### src/rtl/video_frame_sequencer_if.sv
// Pixel-beat stream between the raster sequencer and the downstream consumer.
// The sequencer drives coordinates and markers; the consumer answers with tready.
interface video_frame_sequencer_if #(
    parameter int W_BITS = 11,
    parameter int H_BITS = 11
);
    logic              tvalid;
    logic              tready;
    logic [W_BITS-1:0] x_coord;
    logic [H_BITS-1:0] y_coord;
    logic              sof;
    logic              eol;
    logic              eof;

    modport master (
        output tvalid, x_coord, y_coord, sof, eol, eof,
        input  tready
    );

    modport slave (
        input  tvalid, x_coord, y_coord, sof, eol, eof,
        output tready
    );
endinterface

### src/rtl/video_frame_sequencer.sv
// Raster-scan frame sequencer: walks x/y over a latched geometry with ready/valid
// backpressure, inserting programmable line and frame blanking gaps.
module video_frame_sequencer #(
    parameter int W_BITS     = 11,
    parameter int H_BITS     = 11,
    parameter int BLANK_BITS = 8
) (
    input  logic                    pixclk,
    input  logic                    reset,
    input  logic                    start,
    input  logic                    stop,
    input  logic                    continuous,
    input  logic [W_BITS-1:0]       cfg_width,
    input  logic [H_BITS-1:0]       cfg_height,
    input  logic [BLANK_BITS-1:0]   cfg_hblank,
    input  logic [BLANK_BITS-1:0]   cfg_vblank,
    video_frame_sequencer_if.master pix,
    output logic                    busy,
    output logic                    frame_done,
    output logic [15:0]             frame_count,
    output logic                    cfg_err
);
    localparam logic [1:0] IDLE   = 2'd0;
    localparam logic [1:0] ACTIVE = 2'd1;
    localparam logic [1:0] HBLANK = 2'd2;
    localparam logic [1:0] VBLANK = 2'd3;

    logic [1:0]            state_q, state_d;
    logic [W_BITS-1:0]     x_q, x_d, width_q, width_d;
    logic [H_BITS-1:0]     y_q, y_d, height_q, height_d;
    logic [BLANK_BITS-1:0] hblank_q, hblank_d, vblank_q, vblank_d, blank_q, blank_d;
    logic                  cont_q, cont_d, stop_pend_q, stop_pend_d;
    logic                  tvalid_q, tvalid_d, busy_q, busy_d;
    logic                  frame_done_q, frame_done_d, cfg_err_q, cfg_err_d;
    logic [15:0]           frame_count_q, frame_count_d;

    logic accept, last_x, last_y, keep_streaming;

    assign accept = tvalid_q && pix.tready;
    assign last_x = (x_q == width_q - W_BITS'(1));
    assign last_y = (y_q == height_q - H_BITS'(1));
    // A stop arriving in the very cycle of the decision still ends the stream.
    assign keep_streaming = cont_q && !(stop_pend_q || stop);

    always_comb begin
        state_d       = state_q;
        x_d           = x_q;
        y_d           = y_q;
        width_d       = width_q;
        height_d      = height_q;
        hblank_d      = hblank_q;
        vblank_d      = vblank_q;
        blank_d       = blank_q;
        cont_d        = cont_q;
        stop_pend_d   = stop_pend_q || (stop && state_q != IDLE);
        frame_done_d  = 1'b0;
        cfg_err_d     = 1'b0;
        frame_count_d = frame_count_q;

        case (state_q)
            IDLE: begin
                if (start) begin
                    if (cfg_width == '0 || cfg_height == '0) begin
                        cfg_err_d = 1'b1;
                    end else begin
                        width_d     = cfg_width;
                        height_d    = cfg_height;
                        hblank_d    = cfg_hblank;
                        vblank_d    = cfg_vblank;
                        cont_d      = continuous;
                        stop_pend_d = 1'b0;
                        x_d         = '0;
                        y_d         = '0;
                        state_d     = ACTIVE;
                    end
                end
            end
            ACTIVE: begin
                if (accept) begin
                    if (!last_x) begin
                        x_d = x_q + W_BITS'(1);
                    end else if (!last_y) begin
                        x_d = '0;
                        y_d = y_q + H_BITS'(1);
                        if (hblank_q != '0) begin
                            state_d = HBLANK;
                            blank_d = hblank_q - BLANK_BITS'(1);
                        end
                    end else begin
                        x_d           = '0;
                        y_d           = '0;
                        frame_done_d  = 1'b1;
                        frame_count_d = frame_count_q + 16'd1;
                        if (vblank_q != '0) begin
                            state_d = VBLANK;
                            blank_d = vblank_q - BLANK_BITS'(1);
                        end else begin
                            state_d = keep_streaming ? ACTIVE : IDLE;
                        end
                    end
                end
            end
            HBLANK: begin
                if (blank_q == '0) state_d = ACTIVE;
                else               blank_d = blank_q - BLANK_BITS'(1);
            end
            VBLANK: begin
                if (blank_q == '0) state_d = keep_streaming ? ACTIVE : IDLE;
                else               blank_d = blank_q - BLANK_BITS'(1);
            end
            default: state_d = IDLE;
        endcase

        // Output flags are registered from the next state so they align with it.
        tvalid_d = (state_d == ACTIVE);
        busy_d   = (state_d != IDLE);
    end

    always_ff @(posedge pixclk or posedge reset) begin
        if (reset) begin
            state_q       <= IDLE;
            x_q           <= '0;
            y_q           <= '0;
            width_q       <= '0;
            height_q      <= '0;
            hblank_q      <= '0;
            vblank_q      <= '0;
            blank_q       <= '0;
            cont_q        <= 1'b0;
            stop_pend_q   <= 1'b0;
            tvalid_q      <= 1'b0;
            busy_q        <= 1'b0;
            frame_done_q  <= 1'b0;
            cfg_err_q     <= 1'b0;
            frame_count_q <= '0;
        end else begin
            state_q       <= state_d;
            x_q           <= x_d;
            y_q           <= y_d;
            width_q       <= width_d;
            height_q      <= height_d;
            hblank_q      <= hblank_d;
            vblank_q      <= vblank_d;
            blank_q       <= blank_d;
            cont_q        <= cont_d;
            stop_pend_q   <= stop_pend_d;
            tvalid_q      <= tvalid_d;
            busy_q        <= busy_d;
            frame_done_q  <= frame_done_d;
            cfg_err_q     <= cfg_err_d;
            frame_count_q <= frame_count_d;
        end
    end

    assign pix.tvalid  = tvalid_q;
    assign pix.x_coord = x_q;
    assign pix.y_coord = y_q;
    assign pix.sof     = tvalid_q && (x_q == '0) && (y_q == '0);
    assign pix.eol     = tvalid_q && last_x;
    assign pix.eof     = tvalid_q && last_x && last_y;

    assign busy        = busy_q;
    assign frame_done  = frame_done_q;
    assign frame_count = frame_count_q;
    assign cfg_err     = cfg_err_q;
endmodule

### src/flat_wrapper.sv
// flat-port wrapper written by rule: the top's interface ports become plain ports
module video_frame_sequencer_flat 
#(
    parameter int W_BITS     = 11,
    parameter int H_BITS     = 11,
    parameter int BLANK_BITS = 8
)
  (pixclk, reset, start, stop, continuous, cfg_width, cfg_height, cfg_hblank, cfg_vblank, busy, frame_done, frame_count, cfg_err, pix_tvalid, pix_x_coord, pix_y_coord, pix_sof, pix_eol, pix_eof, pix_tready);
  video_frame_sequencer_if #(.W_BITS(W_BITS), .H_BITS(H_BITS)) pix_i ();
  input  logic pixclk;
  input  logic reset;
  input  logic start;
  input  logic stop;
  input  logic continuous;
  input  logic [W_BITS-1:0] cfg_width;
  input  logic [H_BITS-1:0] cfg_height;
  input  logic [BLANK_BITS-1:0] cfg_hblank;
  input  logic [BLANK_BITS-1:0] cfg_vblank;
  output logic busy;
  output logic frame_done;
  output logic [15:0] frame_count;
  output logic cfg_err;
  output wire logic [$bits(pix_i.tvalid)-1:0] pix_tvalid;
  output wire logic [$bits(pix_i.x_coord)-1:0] pix_x_coord;
  output wire logic [$bits(pix_i.y_coord)-1:0] pix_y_coord;
  output wire logic [$bits(pix_i.sof)-1:0] pix_sof;
  output wire logic [$bits(pix_i.eol)-1:0] pix_eol;
  output wire logic [$bits(pix_i.eof)-1:0] pix_eof;
  input wire logic [$bits(pix_i.tready)-1:0] pix_tready;
  assign pix_tvalid = pix_i.tvalid;
  assign pix_x_coord = pix_i.x_coord;
  assign pix_y_coord = pix_i.y_coord;
  assign pix_sof = pix_i.sof;
  assign pix_eol = pix_i.eol;
  assign pix_eof = pix_i.eof;
  assign pix_i.tready = pix_tready;
  video_frame_sequencer #(.W_BITS(W_BITS), .H_BITS(H_BITS), .BLANK_BITS(BLANK_BITS)) u_core (.pixclk(pixclk), .reset(reset), .start(start), .stop(stop), .continuous(continuous), .cfg_width(cfg_width), .cfg_height(cfg_height), .cfg_hblank(cfg_hblank), .cfg_vblank(cfg_vblank), .pix(pix_i), .busy(busy), .frame_done(frame_done), .frame_count(frame_count), .cfg_err(cfg_err));
endmodule
### config.mk
export PLATFORM = sky130hd
export DESIGN_NAME = video_frame_sequencer_flat
export DESIGN_NICKNAME = d
export VERILOG_FILES = /design/src/rtl/video_frame_sequencer_if.sv /design/src/rtl/video_frame_sequencer.sv /design/src/flat_wrapper.sv
export SDC_FILE = /design/constraint.sdc
export NUM_CORES = 1
export LEC_CHECK = 0
export ABC_AREA = 1
export CORE_MARGIN = 3
export CORE_UTILIZATION = 61
export CTS_BUF_LIST = sky130_fd_sc_hd__clkbuf_2 sky130_fd_sc_hd__clkbuf_4 sky130_fd_sc_hd__clkbuf_8
export DETAILED_ROUTE_END_ITERATION = 10
export GPL_TIMING_DRIVEN = 0
export PLACE_DENSITY = 0.87
export RECOVER_POWER = 100
export SETUP_SLACK_MARGIN = 0.3
export SYNTH_ARGS = -nofsm -noshare
export SYNTH_HDL_FRONTEND = slang
export SYNTH_SLANG_ARGS = --single-unit
### constraint.sdc
create_clock -name pixclk -period 4.6 [get_ports pixclk]
set_input_delay 0.46 -clock pixclk [delete_from_list [all_inputs] [get_ports pixclk]]
set_output_delay 0.46 -clock pixclk [all_outputs]
set_load 0.05 [all_outputs]
Word-level counts from Yosys, hierarchy flattened

Index checks and enable logic that the tools add are counted.

$add $sub $neg: 8
Multiplexer cells: 37
Reductions and logical operators: 29
Bitwise operators: 1
Equal/unequal tests: 13

Operators by type and width:

| kind                                                                   | number |
|---|---|
| 11-bit 2-to-1 mux                                                      | 7 |
| 8-bit 2-to-1 mux                                                       | 6 |
| 11-bit zero test                                                       | 4 |
| 11-bit one-hot mux with 2 select lines                                 | 2 |
| 8-bit by 1-bit subtractor with 8-bit output (second input constant)    | 3 |
| 11-bit by 1-bit adder with 11-bit output (second input constant)       | 2 |
| 11-bit equality test                                                   | 2 |
| 11-bit by 1-bit subtractor with 11-bit output (second input constant)  | 2 |
| 2-bit 2-to-1 mux                                                       | 9 |
| 16-bit by 1-bit adder with 16-bit output (second input constant)       | 1 |
| 8-bit one-hot mux with 2 select lines                                  | 1 |
| 8-bit nonzero test                                                     | 2 |
| 1-bit 2-to-1 mux                                                       | 11 |
| 8-bit zero test                                                        | 1 |
| 2-bit one-hot mux with 4 select lines                                  | 1 |
| 4-bit AND reduction                                                    | 2 |
| 2-bit nonzero test                                                     | 4 |
| 1-bit logical AND                                                      | 7 |
| 2-bit != test (second input constant)                                  | 3 |
| 6-bit AND reduction                                                    | 1 |
| 5-bit AND reduction                                                    | 1 |
| 2-bit by 1-bit equality test with 1-bit output (second input constant) | 2 |
| 2-bit equality test (second input constant)                            | 2 |
| 2-bit by 1-bit != test with 1-bit output (second input constant)       | 2 |
| other kinds (8)                                                        | 10 |

Input port bits: 44
Register bits: 92
Output and inout port bits: 45

Logic depth before layout (Yosys ltp)

Gate-level depths: netlist of the first run.

Depth in word-level cells: 10
Gate-level depth with buffers: 23
Mapped depth without buffers: 23

Worst setup path after synthesis of the first run

OpenSTA, ideal clock, no wires.

Path kind: flip-flop to output port
From: register u_core.height_q[0]
To: output pix_eof
Cell stages (with the launch flop): 11
Path slack: 1443 ps
Arrival time: 2697 ps
Buffers on the path: 0
Data required time: 4140 ps
Cells stage by stage: dfrtp_1 inv_1 ha_1 nand3_1 o21ai_1 nand2_1 nand2_1 nand3_1 a2111oi_0 inv_1 nor3_1

Cells in the longest elaborated chain, start to end: 3

Ends and longest elaborated chain:

| item                                          | line                         | text |
|---|---|---|
| start: declaration                            | video_frame_sequencer.sv:30  | `logic [H_BITS-1:0] y_q, y_d, height_q, height_d;` |
| start signal: assignment                      | video_frame_sequencer.sv:141 | `height_q <= height_d;` |
| 11-bit by 1-bit subtractor with 11-bit output | video_frame_sequencer.sv:41  | `assign last_y = (y_q == height_q - H_BITS'(1));` |
| 11-bit equality test                          | video_frame_sequencer.sv:41  |  |
| 1-bit logical AND                             | video_frame_sequencer.sv:160 | `assign pix.eof = tvalid_q && last_x && last_y;` |
| end: declaration                              | flat_wrapper.sv:28           | `output wire logic [$bits(pix_i.eof)-1:0] pix_eof;` |

No other way between the ends.

Final worst setup path of the first run

From: register u_core.width_q[0]
To: output pix_eol

Cells in the longest elaborated chain, start to end: 3

Ends and longest elaborated chain:

| item                                          | line                         | text |
|---|---|---|
| start: declaration                            | video_frame_sequencer.sv:29  | `logic [W_BITS-1:0] x_q, x_d, width_q, width_d;` |
| start signal: assignment                      | video_frame_sequencer.sv:140 | `width_q <= width_d;` |
| 11-bit by 1-bit subtractor with 11-bit output | video_frame_sequencer.sv:40  | `assign last_x = (x_q == width_q - W_BITS'(1));` |
| 11-bit equality test                          | video_frame_sequencer.sv:40  |  |
| 1-bit logical AND                             | video_frame_sequencer.sv:159 | `assign pix.eol = tvalid_q && last_x;` |
| end: declaration                              | flat_wrapper.sv:27           | `output wire logic [$bits(pix_i.eol)-1:0] pix_eol;` |

No other way between the ends.

==> results.txt, run 1 <==
Status -> complete, no violations
Overall power -> 3896 uW
Area leader, netlist -> dfrtp_1
DIE AREA -> 10580 um2
Setup Skew -> 12.04 ps
VDD IR-drop max -> 0.0004950 V
Setup TNS -> 0 ps
DR pass1 iterations -> 6
Leakage -> 0.003230 uW
Post-synth top area share -> 40.24%
Post-CTS Hold Buffers -> 0
Setup repair bufs after CTS -> 0
Total Nets Final -> 916
Largest net degree at the start of global routing -> 62
Worst-skew pair later-pin latency -> 360 ps
Core Box Area -> 8934 um2
Relative slew slack -> 1.328%
Required @ worst endpoint -> 4140 ps
CTS max path bufs -> 2
Max cap viols -> 0
CP arrival -> 3420 ps
Root Buffer -> clkbuf_8
Post-Syn Area -> 5720 um2
Area taken by multi-input logic gates -> 2902 um2
Wire length of the first global-routing pass -> 24110 um
Setup ws final -> 716.2 ps
Synth unique cells -> 48
Min-Delay Path Class -> reg2reg
Syn nets -> 816
Initial Utilization -> 64.03%
Setup WS pre-CTS -> 1051 ps
Antenna Violating Nets Remaining -> 0
Largest cells by area after synthesis -> dfrtp_1 (40%), nand2_1 (11%), inv_1 (6.2%), nor2_1 (5.8%), nand3_1 (5.2%)
IO Pins -> 89
Final routed DRC violation total -> 0
Design Area, Final -> 6869 um2
Crit Path Class -> reg2out
Cells after Synth -> 764
Register Area -> 2302 um2
Crit share post-route -> 84.43%
Setup-failing EPs final -> 0
TritonCTS Buffers -> 9
Initial antenna violation count -> 0
Vias after detailed routing -> 5501
Worst-Margin Slew -> 1480 ps
Power density over the cells -> 567.2 nW/um2
RSZ-0062 raised after global routing -> false
PostCTS Resize Cnt -> 0
FF+latch count, synth -> 92
Max Slew Vio Count -> 0
Dpl cell area -> 6766 um2
Critical Path Sink Type -> primary output
Overall Global Routing Usage -> 29.05%
Final antenna diode count -> 0
Final hold violation count -> 0
Worst reg2reg path depth -> 14
Area Growth Syn to Fin -> 20.08%
Fillcell total -> 673
Vias per cell -> 5.636
Fin util -> 76.89%
Die height -> 102.8 um
Max Freq -> 0.2575 GHz
Reg clk slew, reported paths -> 90 ps
Die Width -> 102.8 um
Min Tclk post-route -> 3884 ps
CP Launch Type -> register
R2R Setup Slk -> 1250 ps
Gr ovfl total -> 0
Buffers on Ports -> 88
Ys Warns -> 0
Initial DRC Count -> 273
Placer Congestion -> 0.9158
Sink Count -> 92
CTS tree -> yes
Worst-path maximum fanout -> 3
FP Rows -> 34
Hpwl dp -> 11510 um
H-Tree Depth -> 3
Vias in the first global route -> 5187
Synthesized area per cell -> 7.488 um2
DR WL/cell -> 15.13 um
WL final -> 14770 um
Hold Path Depth -> 2
Share of layout cells above drive strength 1 -> 7.258%
Register area share after synthesis -> 40.24%
through the flow:
stage                     hold WS [ps]  cells
after global routing             551.9    976
final                            527.9    976
after detailed placement         504.2    961
after global placement           493.4    960
after floorplan                  463.6    764
after CTS                        459.6    976
synth_stat cells, drive strengths merged:
master   instances
xnor2           11
a31oi            2
inv            107
nor3            29
o21a             1
o211ai           1
o41ai            1
xor2            29
o21ai           44
a21oi           38
clkbuf           8
and2             3
a2111oi          1
or2              4
nor3b            4
nand3           61
buf              7
nor2            98
dfrtp           92
a21boi           1
and3             1
nor4            17
nand3b           1
nand2          171
mux2             9
nand4           14
ha               8
o21bai           1
state kept, by name, indices dropped and copies added (netlist names), 2 cells and up:
register,count
u_core.state_q,2
u_core.width_q,11
u_core.height_q,11
u_core.hblank_q,8
u_core.blank_q,8
u_core.vblank_q,8
u_core.pix.y_coord,11
u_core.pix.x_coord,11
u_core.frame_count,16
logic make-up (layout without fill, tap and decap cells):
group | after synthesis | in the layout | share of synthesized area, %
AND/OR/NAND/NOR | 403 | 403 | 32.87
buffers and inverters | 122 | 226 | 8.377
flip-flops | 92 | 92 | 40.25
AO/OA/AOI/OAI | 90 | 90 | 8.465
XOR/XNOR | 40 | 40 | 6.518
multiplexers | 9 | 9 | 1.772
adder cells (fa/ha/maj) | 8 | 8 | 1.750
final cells by class:
class	count	share of cell area, %
multi-input combinational	550	42.24
tap	108	1.967
clock buffer	9	1.803
timing repair buffer	89	12.81
sequential	92	33.52
inverter	107	5.902
buffer	15	0.8197
clock inverter	6	0.9472
layout by cell type (no fill, tap or decap), types with 3 or more instances in the layout:
cell type        instances
nand2_1                165
xnor2_1                 11
dfrtp_1                 92
clkdlybuf4s50_1         41
nor2_4                   3
ha_1                     8
nor3b_1                  4
inv_2                    9
nor4_1                  17
nand4_1                 13
o21ai_1                  7
a21oi_1                 38
xor2_1                  26
clkbuf_8                 9
xor2_2                   3
nor3_1                  28
o21ai_0                 35
nor2_2                   4
inv_1                   96
mux2_2                   9
clkbuf_1                15
nand2_2                  4
dlygate4sd3_1           46
nor2_1                  90
or2_2                    3
nand3_1                 59
path summary, 6_finish.rpt:
path	from	to
max	u_core.width_q[0]$_DFFE_PP0P_	pix_eol
min	u_core.vblank_q[2]$_DFFE_PP0P_	u_core.vblank_q[2]$_DFFE_PP0P_
max reg2reg	u_core.width_q[0]$_DFFE_PP0P_	u_core.pix.y_coord[1]$_DFFE_PP0P_
min reg2reg	u_core.vblank_q[2]$_DFFE_PP0P_	u_core.vblank_q[2]$_DFFE_PP0P_
max in group asynchronous	reset	u_core.height_q[9]$_DFFE_PP0P_
min in group asynchronous	reset	u_core.frame_count[13]$_DFFE_PP0P_
where the power goes:
part	internal, uW	switching (uW)	leakage (uW)	total [uW]
Combinational	651	1350	0.00205	2010
Sequential	1080	260	0.00109	1340
Clock	250	298	0.0000955	548
Total	1980	1910	0.00323	3900
worst max-delay path: stages, from the launching register on:
cell,delay [ps]
dfrtp_1,410
inv_1,110
ha_1,210
nand2_1,110
nor2_1,360
nand2_4,110
nor3_4,160
xor2_2,210
nand3_1,90
nor3_1,190
nand2_1,110
nor2_1,110
dlygate4sd3_1,880
per-layer routing:
metal | global-route usage [%] | vias to the layer above | part of all wire [%]
li1 | - | 2671 | -
met4 | 9.462 | 0 | 1.9
met1 | 39.47 | 2586 | 45
met3 | 3.789 | 25 | 5.7
met5 | 0 | - | 0
met2 | 48.51 | 219 | 48
Note: power is estimated with default switching activity, not from simulation.
==> run 2: changes to the inputs <==
--- a/config.mk
+++ b/config.mk
@@ -7,11 +7,11 @@
 export LEC_CHECK = 0
 export ABC_AREA = 1
 export CORE_MARGIN = 3
-export CORE_UTILIZATION = 61
+export CORE_UTILIZATION = 51
 export CTS_BUF_LIST = sky130_fd_sc_hd__clkbuf_2 sky130_fd_sc_hd__clkbuf_4 sky130_fd_sc_hd__clkbuf_8
 export DETAILED_ROUTE_END_ITERATION = 10
 export GPL_TIMING_DRIVEN = 0
-export PLACE_DENSITY = 0.87
+export PLACE_DENSITY = 0.77
 export RECOVER_POWER = 100
 export SETUP_SLACK_MARGIN = 0.3
 export SYNTH_ARGS = -nofsm -noshare
==> constraint.sdc (replaced) <==
create_clock -name pixclk -period 3.4 [get_ports pixclk]
set_input_delay 0.34 -clock pixclk [delete_from_list [all_inputs] [get_ports pixclk]]
set_output_delay 0.34 -clock pixclk [all_outputs]
set_load 0.05 [all_outputs]
==> run 2 against run 1 <==
Effect of this change: routed wire length is 0.39% lower; final area is 2.3% higher; combinational power up 38%; critical endpoint is now pix_eof; core utilization fell by 12 points; register-to-register slack got worse by 880 ps; worst hold slack better by 3.3 ps; critical path type unchanged; clock-buffer cell count grew 1; the run now ends with capacitance limit, slew limit left; highest routed layer unchanged.
==> results.txt, run 2 (synthesis gave the netlist of run 1 again) <==
Met2 routed WL -> 7137 um (+1.1%)
Final antenna diode count -> 0 (unchanged)
Vias per cell -> 5.348 (-5.1%)
Cell count after placement -> 993 (+3.3%)
Fin util -> 64.51% (-12 points)
Min-Delay Path Class -> reg2reg
CP Launch Type -> register
CTS max path bufs -> 2 (unchanged)
Hold Path Depth -> 2 (unchanged)
Max Slew Vio Count -> 50 (+50)
Commonest non-fill, non-tap cell in the layout -> nand2_1
Gr ovfl total -> 0 (unchanged)
Setup crit start -> u_core.width_q[0]$_DFFE_PP0P_
Largest net degree at the start of global routing -> 51 (-18%)
Setup-failing EPs final -> 0 (unchanged)
Root Buffer -> clkbuf_8
Critical R2R Capture -> u_core.pix.y_coord[2]$_DFFE_PP0P_
Crit Path Class -> reg2out
Wire length of the first global-routing pass -> 24560 um (+1.9%)
IO Pins -> 89 (unchanged)
Max Used Layer -> met4
VDD IR-drop max -> 0.0005357 V (+8.2%)
DR pass1 iterations -> 5 (-1)
Max Freq -> 0.3280 GHz
Final routed DRC violation total -> 0 (unchanged)
Required @ worst endpoint -> 3060 ps (-1080 ps)
Failing checks -> capacitance limit, slew limit
Min Tclk post-route -> 3049 ps
Initial DRC Count -> 453 (+66%)
Overall Global Routing Usage -> 24.00% (-5.1 points)
CP arrival -> 2710 ps (-710 ps)
H-Tree Depth -> 3 (unchanged)
Reg clk slew, reported paths -> 100 ps (about the same)
Post-Layout Cell Count -> 1012 (+3.7%)
Max cap viols -> 1 (+1)
Most frequent cells in the layout -> nand2_1 (164), inv_1 (94), dfrtp_1 (92)
Setup WS pre-CTS -> -398.5 ps (-1449 ps)
Power density over the cells -> 755.8 nW/um2 (+33%)
Final hold violation count -> 0 (unchanged)
Total Nets Final -> 919 (+0.33%)
Worst-path maximum fanout -> 3 (unchanged)
Sink Count -> 92 (unchanged)
Reg-to-reg startpoint -> u_core.width_q[0]$_DFFE_PP0P_
Vias after detailed routing -> 5412 (-1.6%)
Die Width -> 111.9 um (+8.8%)
Setup Skew -> 8.375 ps (-3.666 ps)
Initial antenna violation count -> 0 (unchanged)
Share of layout cells above drive strength 1 -> 9.289% (+2.0 points)
Leakage -> 0.003276 uW (+1.4%)
TritonCTS Buffers -> 9 (unchanged)
Routed met3 length -> 920 um (+8.9%)
Die height -> 111.9 um (+8.8%)
Setup TNS -> 0 ps (unchanged)
DIE AREA -> 12520 um2 (+18%)
Core Box Area -> 10890 um2 (+22%)
Setup ws final -> 351.1 ps (-365.1 ps)
Relative slew slack -> -49.71% (-51 points)
Largest register FFs -> 16 (unchanged)
Met1 Routed Length -> 6482 um (-1.5%)
WL final -> 14710 um (-0.39%)
End of the critical path -> pix_eof
Vias in the first global route -> 5180 (-0.13%)
Antenna Violating Nets Remaining -> 0 (unchanged)
Fin Hold WS -> 531.2 ps (+3.323 ps)
Area Growth Syn to Fin -> 22.79%
FP Rows -> 38 (+12%)
DR WL/cell -> 14.53 um (-3.9%)
Worst-skew pair later-pin latency -> 370 ps (about the same)
Status -> finished, violations left
Hpwl dp -> 11430 um (-0.77%)
Crit share post-route -> 89.67%
CTS tree -> yes
R2R Setup Slk -> 370 ps (-880 ps)
Buffers on Ports -> 88 (unchanged)
Critical Path Sink Type -> primary output
RSZ-0062 raised after global routing -> false
Placer Congestion -> 0.9098 (-0.66%)
Worst reg2reg path depth -> 16 (+2)
Worst-Margin Slew -> 2233 ps (+753.3 ps)
Initial Utilization -> 52.54% (-11 points)
[run 2: cell types whose count changed in the layout (fill, tap and decap cells not counted), sizes merged]
| cell | before | now |
|---|---|---|
| buf | 1 | 8 |
| bufinv | 1 | 0 |
| clkbuf | 25 | 23 |
| clkinv | 3 | 2 |
| clkinvlp | 2 | 3 |
| dlygate4sd3 | 46 | 45 |
| inv | 107 | 108 |
[run 2: how the worst min path moves through the flow]
stage                                  start                                  to  slack (ps)
3_5_place_dp   u_core.blank_q[6]$_DFFE_PP0P_       u_core.blank_q[6]$_DFFE_PP0P_         500
4_1_cts                                reset  u_core.frame_count[13]$_DFFE_PP0P_         410
6_report       u_core.blank_q[6]$_DFFE_PP0P_       u_core.blank_q[6]$_DFFE_PP0P_         530
3_3_place_gp       u_core.cont_q$_DFFE_PP0P_           u_core.cont_q$_DFFE_PP0P_         490
5_1_grt                        cfg_hblank[3]      u_core.hblank_q[3]$_DFFE_PP0P_         520
2_1_floorplan  u_core.blank_q[6]$_DFFE_PP0P_       u_core.blank_q[6]$_DFFE_PP0P_         460
[run 2: what timing repair did]
| action | CTS | global route |
|---|---|---|
| gates resized for setup | 13 | 20 |
| setup buffers | 0 | 3 |
| hold buffers | 0 | 0 |
| pin swaps | 0 | 5 |
| setup endpoints to repair | 2 | 4 |
[run 2: through the flow]
stage	total power [uW]	instance area [um2]
finish	5309	7024
global placement	4462	6777
global route	5749	7024
floorplan	3800	5720
CTS	5311	7000
detailed placement	4576	6799
[run 2: cell type report]
type	count	area (um2)
Tap cell	140	175.2
Multi-Input combinational cell	550	2973
Timing Repair Buffer	92	925.9
Inverter	107	405.4
Clock buffer	10	137.6
Clock inverter	6	46.29
Buffer	15	58.81
Sequential cell	92	2302
Fill cell	970	3864
[run 2: metal layers]
| layer | vias to the layer above | GRT usage [%] |
|---|---|---|
| li1 | 2683 | - |
| met1 | 2527 | 32.89 |
| met2 | 183 | 39.41 |
| met3 | 19 | 4.783 |
| met4 | 0 | 5.839 |
| met5 | - | 0 |
[run 2: worst max-delay path, stage by stage (launching register included)]
cell	delay [ps]
dfrtp_1	410
inv_1	120
ha_1	230
nand2_2	120
nor2_8	130
nand2_4	80
nor3_4	140
xor2_1	280
nand3_1	120
nor3_1	200
nand2_1	140
nor3_2	180
buf_6	190
[run 2: where the power goes]
group	switching (uW)	internal [uW]	leakage [uW]
clock	415	291	0.0000893
sequential	362	1470	0.00109
combinational	1850	929	0.00210
==> run 3: changes to the inputs <==
--- a/config.mk
+++ b/config.mk
@@ -7,11 +7,11 @@
 export LEC_CHECK = 0
 export ABC_AREA = 1
 export CORE_MARGIN = 3
-export CORE_UTILIZATION = 51
+export CORE_UTILIZATION = 56
 export CTS_BUF_LIST = sky130_fd_sc_hd__clkbuf_2 sky130_fd_sc_hd__clkbuf_4 sky130_fd_sc_hd__clkbuf_8
 export DETAILED_ROUTE_END_ITERATION = 10
 export GPL_TIMING_DRIVEN = 0
-export PLACE_DENSITY = 0.77
+export PLACE_DENSITY = 0.81
 export RECOVER_POWER = 100
 export SETUP_SLACK_MARGIN = 0.3
 export SYNTH_ARGS = -nofsm -noshare
==> constraint.sdc (replaced) <==
create_clock -name pixclk -period 3 [get_ports pixclk]
set_input_delay 0.3 -clock pixclk [delete_from_list [all_inputs] [get_ports pixclk]]
set_output_delay 0.3 -clock pixclk [all_outputs]
set_load 0.05 [all_outputs]
==> run 3 against run 2 <==
Effect of this change: the flow still finishes with violations (capacitance limit, slew limit); die area is 8.5% lower; critical path depth stayed put; largest power group unchanged; first-iteration DRC count is 5.3% higher; cell count is 3.0% higher; critical path type unchanged; combinational power is 43% higher; final area is 9.2% higher.
==> results.txt, run 3 (synthesis gave the netlist of run 1 again) <==
Crit share post-route -> 96.08%
Post-CTS Hold Buffers -> 0 (unchanged)
Initial DRC Count -> 477 (+5.3%)
RSZ-0062 raised after global routing -> true
Fin Hold WS -> 493.6 ps (-37.64 ps)
Combinational Power Share -> 58.2% (+5.9 points)
Gr ovfl total -> 0 (unchanged)
DR pass1 iterations -> 6 (+1)
Root Buffer -> clkbuf_8
Wire length of the first global-routing pass -> 25350 um (+3.2%)
Largest net degree at the start of global routing -> 56 (+9.8%)
Min Tclk post-route -> 2882 ps
Min-Delay Path Class -> in2reg
Area Growth Syn to Fin -> 34.08%
CTS tree -> yes
CTS max path bufs -> 2 (unchanged)
Sink Count -> 92 (unchanged)
WL final -> 16220 um (+10%)
Share of layout cells above drive strength 1 -> 20.35% (+11 points)
DIE AREA -> 11460 um2 (-8.5%)
Power density over the cells -> 887.0 nW/um2 (+17%)
Leakage -> 0.003517 uW (+7.3%)
Hpwl dp -> 11430 um (about the same)
Final routed DRC violation total -> 0 (unchanged)
Critical Path Sink Type -> primary output
Crit Path Class -> reg2out
CP Launch Type -> register
Initial Utilization -> 57.99% (+5.5 points)
Reg clk slew, reported paths -> 90 ps (about the same)
Buffers on Ports -> 88 (unchanged)
Setup-failing EPs final -> 0 (unchanged)
R2R Setup Slk -> 170 ps (-200 ps)
H-Tree Depth -> 3 (unchanged)
Required @ worst endpoint -> 2700 ps (-360 ps)
Vias after detailed routing -> 5744 (+6.1%)
VDD IR-drop max -> 0.0005937 V (+11%)
Fin util -> 77.75% (+13 points)
Pint -> 3423 uW (+27%)
Worst-path maximum fanout -> 2 (-1)
FP Rows -> 36 (-5.3%)
Max Slew Vio Count -> 39 (-22%)
Largest register FFs -> 16 (unchanged)
Initial antenna violation count -> 0 (unchanged)
Total Nets Final -> 957 (+4.1%)
Relative slew slack -> -9.175% (+41 points)
Overall Global Routing Usage -> 27.44% (+3.4 points)
Max cap viols -> 1 (unchanged)
Core Box Area -> 9864 um2 (-9.4%)
Final hold violation count -> 0 (unchanged)
Clock network fraction of design power -> 11.2% (-2.1 points)
Design Area, Final -> 7670 um2 (+9.2%)
CP arrival -> 2580 ps (-130 ps)
Status -> finished, violations left
Most frequent cells in the layout -> nand2_1 (144), dfrtp_1 (92), inv_1 (88)
Psw -> 3381 uW (+29%)
Post-Layout Cell Count -> 1042 (+3.0%)
Fillcell total -> 684 (-29%)
TritonCTS Buffers -> 9 (unchanged)
Max Freq -> 0.3469 GHz
Vias per cell -> 5.512 (+3.1%)
Worst-Margin Slew -> 1629 ps (-604.7 ps)
Die height -> 107.1 um (-4.3%)
Reg power frac -> 30.6% (-3.8 points)
Switch share -> 49.69% (+0.29 points)
Commonest non-fill, non-tap cell in the layout -> nand2_1
Cell count after placement -> 986 (-0.70%)
Final antenna diode count -> 0 (unchanged)
IO Pins -> 89 (unchanged)
Antenna Violating Nets Remaining -> 0 (unchanged)
Placer Congestion -> 0.9106 (about the same)
Die Width -> 107.1 um (-4.3%)
Failing checks -> capacitance limit, slew limit
DR WL/cell -> 15.57 um (+7.1%)
Setup Skew -> 7.239 ps (-1.137 ps)
Dpl cell area -> 6809 um2 (+0.15%)
Worst-skew pair later-pin latency -> 380 ps (about the same)
Vias in the first global route -> 5380 (+3.9%)
==> run 3: cell count changes in the layout (fill, tap and decap cells not counted), sizes merged <==
| cell | delta |
|---|---|
| buf | +41 |
| clkbuf | -2 |
| clkinv | +3 |
| dlygate4sd3 | -1 |
| inv | -4 |
==> run 3: worst paths after layout <==
check,cells after the start,startpoint,to
min in group asynchronous,2,reset,u_core.frame_count[7]$_DFFE_PP0P_
setup / recovery,12,u_core.height_q[0]$_DFFE_PP0P_,pix_eof
setup reg to reg,22,u_core.height_q[0]$_DFFE_PP0P_,u_core.blank_q[6]$_DFFE_PP0P_
hold reg to reg,1,u_core.frame_count[4]$_DFFE_PP0P_,u_core.frame_count[4]$_DFFE_PP0P_
hold / removal,3,cfg_hblank[4],u_core.hblank_q[4]$_DFFE_PP0P_
max in group asynchronous,3,reset,u_core.pix.y_coord[2]$_DFFE_PP0P_
==> run 3: timing repair <==
item / in CTS / in global routing
setup buffers: 22 / 16
pin swaps: 18 / 39
endpoints found under the hold margin: 0 / 0
cloned: 0 / 3
endpoints found under the setup margin: 38 / 44
gates resized for setup: 46 / 84
==> run 3: per-stage QoR <==
| step | total power [uW] | setup slack (ps) | setup TNS [ps] |
|---|---|---|---|
| CTS | 6251 | 198.3 | 0 |
| global placement | 5074 | -1052 | -97680 |
| floorplan | 4317 | 308.0 | 0 |
| global route | 7241 | -5.581 | -5.581 |
| finish | 6803 | 117.5 | 0 |
| detailed placement | 5195 | -751.2 | -5188 |
==> run 3: layer usage <==
| metal | GRT usage, % | part of all wire (%) | routed length [um] |
|---|---|---|---|
| met1 | 36.67 | 43 | 6900 |
| met2 | 46.25 | 49 | 7908 |
| met3 | 3.131 | 6.7 | 1093 |
| met4 | 9.680 | 2.0 | 317 |
| met5 | 0 | 0 | 0 |
==> run 3: critical path: stages (launching register included) <==
cell	delay [ps]
dfrtp_1	410
inv_2	90
ha_4	200
nand2_1	60
inv_1	40
nor2_1	100
nand2_1	100
nor2_2	190
nand3_2	110
a2111oi_4	410
inv_1	130
nor3_2	170
buf_6	190
==> run 3: area by class of cell <==
cell class                 instances  area (um2)  area share [%]
tap                              133       166.4           2.170
buffer                            15       86.33           1.126
sequential                        92        2302           30.02
multi-input combinational        550        3278           42.74
clock inverter                     5       30.03          0.3915
timing repair buffer             130        1250           16.30
inverter                         107       425.4           5.546
clock buffer                      10       131.4           1.713
==> run 3: power groups by stage <==
stage,logic [uW],registers [uW],clock network [uW]
detailed placement,3110,2080,0
floorplan,2000,2310,0
finish,3960,2090,761
CTS,3420,2070,763
global route,4290,2130,813
global placement,3010,2060,0
